==> src/rtl/kvadd_stream_alu.sv <==
// Multi-lane streaming ALU stage: lane-wise add/sub/sat/pass against a latched constant,
// with self-generated tlast and a completion pulse. Optional macro: KVADD_STREAM_ALU_SAT_EN.
module kvadd_stream_alu #(
  parameter int C_AXIS_TDATA_WIDTH = 512,
  parameter int C_LANE_WIDTH       = 32,
  parameter int C_XFER_SIZE_WIDTH  = 32,
  parameter int C_PIPE_STAGES      = 2
) (
  input  logic                          aclk,
  input  logic                          areset,
  input  logic                          ctrl_start,
  output logic                          ctrl_done,
  input  logic [1:0]                    ctrl_mode,
  input  logic [C_LANE_WIDTH-1:0]       ctrl_constant,
  input  logic [C_XFER_SIZE_WIDTH-1:0]  ctrl_xfer_size_in_bytes,
  input  logic                          s_axis_tvalid,
  output logic                          s_axis_tready,
  input  logic [C_AXIS_TDATA_WIDTH-1:0] s_axis_tdata,
  input  logic                          s_axis_tlast,
  output logic                          m_axis_tvalid,
  input  logic                          m_axis_tready,
  output logic [C_AXIS_TDATA_WIDTH-1:0] m_axis_tdata,
  output logic                          m_axis_tlast,
  output logic                          stat_tlast_err
);

  localparam int DW    = C_AXIS_TDATA_WIDTH;
  localparam int LW    = C_LANE_WIDTH;
  localparam int XW    = C_XFER_SIZE_WIDTH;
  localparam int PS    = C_PIPE_STAGES;
  localparam int LANES = DW / LW;

  localparam logic [XW-1:0] BYTES_PER_BEAT = XW'(DW / 8);
  localparam logic [XW-1:0] ONE_X          = XW'(1);
  localparam logic [XW-1:0] ZERO_X         = XW'(0);

  localparam logic [1:0] ST_IDLE  = 2'd0;
  localparam logic [1:0] ST_RUN   = 2'd1;
  localparam logic [1:0] ST_DRAIN = 2'd2;
  localparam logic [1:0] ST_DONE  = 2'd3;

  function automatic logic [LW-1:0] lane_op(input logic [1:0]    mode,
                                            input logic [LW-1:0] x,
                                            input logic [LW-1:0] c);
`ifdef KVADD_STREAM_ALU_SAT_EN
    logic [LW:0] sat_sum;
    sat_sum = {1'b0, x} + {1'b0, c};
`endif
    case (mode)
      2'd0: lane_op = x + c;
      2'd1: lane_op = x - c;
`ifdef KVADD_STREAM_ALU_SAT_EN
      2'd2: lane_op = sat_sum[LW] ? {LW{1'b1}} : sat_sum[LW-1:0];
`else
      2'd2: lane_op = x + c;
`endif
      2'd3: lane_op = x;
      default: lane_op = x;
    endcase
  endfunction

  logic [1:0]    state_r;
  logic [1:0]    mode_r;
  logic [LW-1:0] const_r;
  logic [XW-1:0] n_r;
  logic [XW-1:0] in_cnt_r;
  logic          err_r;
  logic          done_r;

  logic          vld_r  [PS];
  logic [DW-1:0] data_r [PS];
  logic          last_r [PS];

  logic [XW-1:0] n_s;
  logic          rem_nz_s;
  logic          adv_s;
  logic          in_hs_s;
  logic          out_hs_s;
  logic          beat_last_s;
  logic [DW-1:0] alu_data_s;

  // Ceil division written as quotient plus remainder flag so the maximum size cannot overflow.
  assign rem_nz_s    = (ctrl_xfer_size_in_bytes % BYTES_PER_BEAT) != ZERO_X;
  assign n_s         = (ctrl_xfer_size_in_bytes / BYTES_PER_BEAT) + XW'(rem_nz_s);

  assign adv_s       = !vld_r[PS-1] || m_axis_tready;
  assign s_axis_tready = (state_r == ST_RUN) && adv_s;
  assign in_hs_s     = s_axis_tvalid && s_axis_tready;
  assign out_hs_s    = vld_r[PS-1] && m_axis_tready;
  assign beat_last_s = (in_cnt_r == (n_r - ONE_X));

  assign m_axis_tvalid  = vld_r[PS-1];
  assign m_axis_tdata   = data_r[PS-1];
  assign m_axis_tlast   = last_r[PS-1];
  assign ctrl_done      = done_r;
  assign stat_tlast_err = err_r;

  // Lane-wise arithmetic on the incoming beat using the latched mode and constant.
  always_comb begin
    alu_data_s = '0;
    for (int i = 0; i < LANES; i++) begin
      alu_data_s[i*LW +: LW] = lane_op(mode_r, s_axis_tdata[i*LW +: LW], const_r);
    end
  end

  // Run control: latching at start, input beat counting, tlast checking and the done pulse.
  always_ff @(posedge aclk or posedge areset) begin
    if (areset) begin
      state_r  <= ST_IDLE;
      mode_r   <= 2'd0;
      const_r  <= '0;
      n_r      <= ZERO_X;
      in_cnt_r <= ZERO_X;
      err_r    <= 1'b0;
      done_r   <= 1'b0;
    end else begin
      case (state_r)
        ST_IDLE: begin
          done_r <= 1'b0;
          if (ctrl_start) begin
            mode_r   <= ctrl_mode;
            const_r  <= ctrl_constant;
            n_r      <= n_s;
            in_cnt_r <= ZERO_X;
            err_r    <= 1'b0;
            state_r  <= (n_s == ZERO_X) ? ST_DONE : ST_RUN;
            done_r   <= (n_s == ZERO_X);
          end
        end
        ST_RUN: begin
          if (in_hs_s) begin
            in_cnt_r <= in_cnt_r + ONE_X;
            if (s_axis_tlast != beat_last_s) begin
              err_r <= 1'b1;
            end
            if (beat_last_s) begin
              state_r <= ST_DRAIN;
            end
          end
        end
        ST_DRAIN: begin
          if (out_hs_s && m_axis_tlast) begin
            state_r <= ST_DONE;
            done_r  <= 1'b1;
          end
        end
        ST_DONE: begin
          done_r  <= 1'b0;
          state_r <= ST_IDLE;
        end
        default: begin
          done_r  <= 1'b0;
          state_r <= ST_IDLE;
        end
      endcase
    end
  end

  // Lock-step pipeline: every stage moves only on the global advance enable; bubbles are kept.
  always_ff @(posedge aclk or posedge areset) begin
    if (areset) begin
      for (int i = 0; i < PS; i++) begin
        vld_r[i]  <= 1'b0;
        data_r[i] <= '0;
        last_r[i] <= 1'b0;
      end
    end else if (adv_s) begin
      vld_r[0]  <= in_hs_s;
      data_r[0] <= alu_data_s;
      last_r[0] <= in_hs_s && beat_last_s;
      for (int i = 1; i < PS; i++) begin
        vld_r[i]  <= vld_r[i-1];
        data_r[i] <= data_r[i-1];
        last_r[i] <= last_r[i-1];
      end
    end
  end

endmodule

==> config.mk <==
export PLATFORM = sky130hd
export DESIGN_NAME = kvadd_stream_alu
export DESIGN_NICKNAME = d
export VERILOG_FILES = /design/src/rtl/kvadd_stream_alu.sv
export SDC_FILE = /design/constraint.sdc
export NUM_CORES = 2
export LEC_CHECK = 0
export CAP_MARGIN = 10
export CORE_AREA = 4 4 421 423
export CTS_CLUSTER_DIAMETER = 50
export DETAILED_ROUTE_END_ITERATION = 10
export DIE_AREA = 0 0 425 427
export GPL_TIMING_DRIVEN = 0
export HOLD_SLACK_MARGIN = 0.15
export PLACE_DENSITY = 0.67
export SYNTH_ARGS = -nofsm -noshare
export SYNTH_HDL_FRONTEND = slang
export SYNTH_SLANG_ARGS = --single-unit
==> constraint.sdc <==
create_clock -name aclk -period 58.6 [get_ports aclk]
set_input_delay 17.58 -clock aclk [delete_from_list [all_inputs] [get_ports aclk]]
set_output_delay 17.58 -clock aclk [all_outputs]
set_load 0.005 [all_outputs]
---- Word level (Yosys, flattened, before mapping) ----
Cells that the tools add are included.
W data, S select, Z words.
storage, ports and cells
  bits in registers ....................... 1130
  input port bits ......................... 584
  output and inout bits ................... 517
  word-level logic and storage cells ...... 112
operators by class
  add/sub/neg operators ................... 35
  equality and inequality tests ........... 13
  mux-type cells .......................... 32
  reductions and logical operators ........ 19
operators by type and width
  cell                     number
  $pmux W32 S3             16
  $add A32 B32 Y32         16
  $sub A32 B32 Y32         16
  $mux W32                 2
  $pmux W32 S2             1
  $add A32 B1 Y32 const B  1
  $eq A32 B32 Y1           1
  $logic_not A32 Y1        1
  $reduce_bool A32 Y1      1
  $sub A32 B1 Y32 const B  1
  $add A26 B1 Y27          1
  $mux W2                  5
  $eq A2 B2 Y1 const B     4
  $ne A2 B2 Y1 const B     4
  $pmux W2 S4              1
  $reduce_and A4 Y1        2
  $logic_and A1 B1 Y1      5
  $mux W1                  5
  $eq A2 B1 Y1 const B     2
  $logic_not A2 Y1         2
  $reduce_and A2 Y1        2
  $pmux W1 S3              1
  $reduce_and A3 Y1        1
  $reduce_bool A3 Y1       1
  7 further kinds          7

---- Logic depth before layout (Yosys ltp) ----
  depth after elaboration ................. 6
  mapped depth ............................ 20
  depth with buffers taken out ............ 20

---- Worst setup path after synthesis ----
OpenSTA, ideal clock, no wires.
  path type ............................... input-to-output
  start point ............................. input port m_axis_tready
  end point ............................... output port s_axis_tready
  arrival ................................. 18525 ps
  data required time ...................... 41020 ps
  setup slack ............................. 22495 ps
  stages on the path ...................... 5
  buffers on the path ..................... 3
  cell sequence ........................... nor2b_1 clkbuf_1 clkbuf_1 clkbuf_1 nor2_1
between the ends
  longest elaborated chain between the ends .. 2
ends and longest elaborated chain
  item                 RTL line  source
  start: declaration   21        input logic m_axis_tready,
  $logic_or A1 B1 Y1   86        assign adv_s = !vld_r[PS-1] || m_axis_tready;
  $logic_and A1 B1 Y1  87        assign s_axis_tready = (state_r == ST_RUN) && adv_s;
  end: declaration     17        output logic s_axis_tready,
No other way between the ends.

---- Final worst setup path ----
Same ends and word-level chain as after synthesis.

==> results.md <==
- The run finished with clean final reports.
- The cell at the root of the clock tree is sky130_fd_sc_hd__clkbuf_16.
- Net switching is 30.8% of the power.
- The quantity of gates resized following cts is 0.
- Hold repair after CTS inserted 0 buffers.
- The number of flops mapped to enable cells by yosys is 0.
- Setup repair after global routing left no endpoint under its margin.
- In the synthesized netlist the dominant register cell turns out to be sky130_fd_sc_hd__dfrtp_1.
- Across the routed clock network, the largest skew measured is 37.7 ps.
- The peak clock frequency supported by timing is 25.6 MHz.
- STA puts the critical path data arrival time at 21430 ps.
- The maximum fanout encountered on the critical timing path is 10.
- The clock-pin slew on the worst setup and hold paths is 60 ps.
- Per report_power, the combinational group accounts for between 20 and 25% of the total.
- In this run the vertical extent of the chip is 427 µm.
- The launching element type of the critical path is an input pin.
- The kind of critical path is in -> out.
- The power density over the cells is around 27 nW/µm².
- The number of port buffers is 1097.
- The fraction of layout cells with a size suffix above 1 is 9.74%.
- The proportion of power drawn by the clock network is 38.4%.
- Once the floorplan was initialized, standard cells occupied 44.1% of the core.
- The clock tree from TritonCTS is built.
- The number of placed instances with taps included is 12.9k.
- Before antenna repair, the detailed router went through 6 iterations.
- For this design the total switching power over the nets is 820 µW.
- The total number of yosys warnings is 0.
- The number of nets with antenna violations after detailed routing is 0.
- The number of antenna violations at the first check in global routing is ~170.
- The clock latency of the later-clocked register in the worst-skew pair is 830 ps.
- The final number of max-transition violations came to 0.
- Summing the areas of all fa, ha and maj instances in the mapped netlist gives between 10% and 20% of the synthesized area.
- The violation count after the first detailed-route iteration is 7825.
- The maximum number of pins on one net before global-route repair is between 100 and 150.
- The worst setup path is captured at an output port.
- CTS saw 1125 sinks.
- VDD sags by at most 0.0328 mV.
- The first global-routing pass estimated 519000 µm of wire.
- The final-report hold violation count is 0.
- In the routed layout, each cell is associated on average with a via count of 5.78.
- Pin placement for this block handled 1101 I/O pins.
- In this run the horizontal extent of the chip is 425 µm.
- The class of the most critical hold timing path is reg -> reg.
- The reg2reg setup slack is ~52000 ps.
- The initialized floorplan defines 153 standard-cell rows.
- In the synthesized netlist the async set-or-reset flop fraction comes to 100%.
- Once layout is complete, the cells apart from fillers number 13.4k.
- Ranked by total cell area, the synthesized netlist is headed by sky130_fd_sc_hd__dfrtp_1 37%, sky130_fd_sc_hd__nand2_1 11%, sky130_fd_sc_hd__ha_1 10%.
- The area of the die is 181000 µm².
- The total routing resource utilization after global routing is 39.6%.
- For this design the static power due to leakage is between 40 and 50 nW.
- The synthesized area divided by synthesized cell count is around 8.1 µm².
- Once layout is done, the placed cells without fillers occupy 98700 µm².
- The part of the cycle the worst path needs is ~67%.
- The mapped netlist covers 76600 µm².
- The final number of setup-violating endpoints is 0.
- Counting I/O delays and the setup requirement, the final critical path takes between 30000 and 40000 ps.
- The number of nets in the layout is 12.0k.
- The placed wire-length estimate is roughly 300000 µm.
- The number of global-route vias before repair is 74.7k.
- Leaving out fill and tap cells, the most frequent cells in the layout are 2339 x sky130_fd_sc_hd__nand2_1, 1124 x sky130_fd_sc_hd__dfrtp_1, 1097 x sky130_fd_sc_hd__clkdlybuf4s50_1, 834 x sky130_fd_sc_hd__a21oi_1, 762 x sky130_fd_sc_hd__nor2_1.
- The count of maximum capacitance violations is 0.
- The number of nets handed over by synthesis was 10.6k.
- For this run the aggregate overflow at the end of global routing stands at 0.
- After synthesis, flip-flops and latches occupy between 30% and 40% of the total area.
- The dominant cell type by area after synthesis is sky130_fd_sc_hd__dfrtp_1.
- Timing analysis after detailed placement gives a worst setup slack of 19740 ps.
- Dividing the detail-routed wire length by the instance count gives 27.8 µm.
- For the pin with the worst max-slew slack, the measured transition is 1450 ps.
- The data required time of the critical path is 41020 ps.
- The synthesized instance count is 9398.
- The internal power consumption is 1.84 mW.
- The core region area is 173000 µm².
- Hold timing on the final database bottoms out at a slack of 453 ps.
- The final routed DRC violation total is 0.
- The library cell used most frequently in the layout, excluding fill and tap cells, is sky130_fd_sc_hd__nand2_1.
- The synthesized netlist devotes 20.0% of its cell area to simple gates.
- The main combinational cell family by area after synthesis is simple AND/OR/NAND/NOR gates.
- The vias after detailed routing is 77.4k.
- The post-synthesis compound-gate area fraction is between 10% and 20%.
- The number of flip-flops and latches in the synthesized netlist is approximately 1.1k.
- Once the clock tree was built, the setup fixing pass inserted 0 buffers.
- The area share of the largest cell type after synthesis is 36.8%.
- The multiplexer area fraction after synthesis is 0.878%.
- Sequential cells burn a little under two fifths of the power.
- The post-detailed-placement cell area is 92700 µm².
- Headroom to the max-slew limit came out at 3.58%.
- The maximum clock insertion buffer count is 3.
- The last weighted congestion value of the routability-driven placer is 0.953.
- The routed design has 372000 µm of wire.
- The CTS buffer count is 160.
- Relative to the synthesized area, the layout overhead comes to 28.8%.
- The layout has 16.1k filler cells.
- Across all setup checks in the final design, the least slack found is 19590 ps.
- The count of different cell masters after synthesis is 80.
- The maximum level of the CTS H-tree is 4.
- After Yosys synthesis, XOR and XNOR cells account for 6.10% of the synthesized area.
-- Yosys cell counts (14+ instances only) --
library cell                number
sky130_fd_sc_hd__or4_1          19
sky130_fd_sc_hd__o211ai_1       32
sky130_fd_sc_hd__xnor2_1       323
sky130_fd_sc_hd__o21ai_0       554
sky130_fd_sc_hd__nand2b_1       65
sky130_fd_sc_hd__a21boi_0       15
sky130_fd_sc_hd__a31oi_1       170
sky130_fd_sc_hd__nand4_1        54
sky130_fd_sc_hd__o41ai_1        14
sky130_fd_sc_hd__dfrtp_1      1125
sky130_fd_sc_hd__buf_1          17
sky130_fd_sc_hd__a2111oi_0      15
sky130_fd_sc_hd__a211o_1        24
sky130_fd_sc_hd__xor2_1        205
sky130_fd_sc_hd__fa_1           16
sky130_fd_sc_hd__o22ai_1        45
sky130_fd_sc_hd__a211oi_1       51
sky130_fd_sc_hd__a21o_1        194
sky130_fd_sc_hd__nand2_1      2339
sky130_fd_sc_hd__o21bai_1       81
sky130_fd_sc_hd__mux2_2         41
sky130_fd_sc_hd__nor2b_1        46
sky130_fd_sc_hd__nor4_1         32
sky130_fd_sc_hd__clkbuf_1      360
sky130_fd_sc_hd__a31o_2         14
sky130_fd_sc_hd__ha_1          617
sky130_fd_sc_hd__or2_2          22
sky130_fd_sc_hd__o21a_1         93
sky130_fd_sc_hd__mux2i_1        21
sky130_fd_sc_hd__and3_1         52
sky130_fd_sc_hd__and2_1         21
sky130_fd_sc_hd__o31ai_1        37
sky130_fd_sc_hd__a22oi_1        23
sky130_fd_sc_hd__buf_4         513
sky130_fd_sc_hd__nor2_1        762
sky130_fd_sc_hd__inv_1         132
sky130_fd_sc_hd__or3_1          61
sky130_fd_sc_hd__a21oi_1       834
sky130_fd_sc_hd__nor3_1         99
sky130_fd_sc_hd__nand3_1        98
-- metrics by stage --
step | power (mW) | util, % | TNS [ps]
2_1_floorplan | 1.28 | - | 0
3_3_place_gp | 1.63 | 52.2 | -4471210
3_5_place_dp | 1.64 | 53.5 | 0
4_1_cts | 2.66 | 56.7 | 0
5_1_grt | 2.76 | 56.8 | 0
6_report | 2.66 | 56.9 | 0
-- cell families (layout without fill, tap and decap cells) --
logic type	after synthesis	in the layout
AO/OA/AOI/OAI	2315	2315
XOR/XNOR	530	530
adder cells (fa/ha/maj)	633	633
buffers and inverters	1025	2540
flip-flops	1125	1125
multiplexers	62	62
other	0	135
AND/OR/NAND/NOR	3708	3708
-- power by group through the flow --
stage          sequential, mW  clock [mW]  combinational, mW
6_report                0.982        1.02              0.655
2_1_floorplan           0.959           0              0.322
5_1_grt                 0.992        1.06              0.703
3_3_place_gp            0.994           0              0.637
3_5_place_dp            0.991           0              0.648
4_1_cts                 0.980        1.03              0.653
-- path summary, 6_finish.rpt --
check,start,endpoint,depth (start not counted)
max in group asynchronous,areset,data_r[813],5
worst max-delay path,m_axis_tready,s_axis_tready,7
worst min-delay path,data_r[807],m_axis_tdata[295],2
worst max register to register,const_r[5],data_r[1023],19
min in group asynchronous,areset,m_axis_tdata[169],2
worst min register to register,data_r[807],m_axis_tdata[295],2
-- state kept, by name, summed over array words and instances, names as in the netlist, 2 cells and up --
signal        cells
data_r          512
m_axis_tdata    512
const_r          32
in_cnt_r         32
n_r              27
mode_r            2
state_r           2
-- worst max-delay path, stage by stage --
cell	delay, ps
sky130_fd_sc_hd__clkdlybuf4s50_1	450
sky130_fd_sc_hd__nor2b_1	130
sky130_fd_sc_hd__clkbuf_1	830
sky130_fd_sc_hd__clkbuf_1	760
sky130_fd_sc_hd__clkbuf_2	800
sky130_fd_sc_hd__nor2_1	310
sky130_fd_sc_hd__clkdlybuf4s50_1	540
-- final cells by class --
type                       count  area (µm²)  share of cell area (%)
timing repair buffer        1222       13000                    13.2
multi-input combinational   7248       42900                    43.4
antenna                      135         338                   0.342
sequential                  1125       28200                    28.5
buffer                       893        5330                    5.40
tap                         2325        2910                    2.95
clock buffer                 201        4360                    4.42
clock inverter                92        1180                    1.19
inverter                     132         503                   0.510
-- per-layer routing --
layer / share of wire [%] / routed length, µm / track usage, %
met2: 44 / 165000 / 61.4
met1: 37 / 138000 / 46.4
met3: 8.6 / 31900 / 8.84
met5: 0.079 / 294 / 0
met4: 9.9 / 36900 / 34.3
No activity file was read; power rests on OpenSTA's default activity.
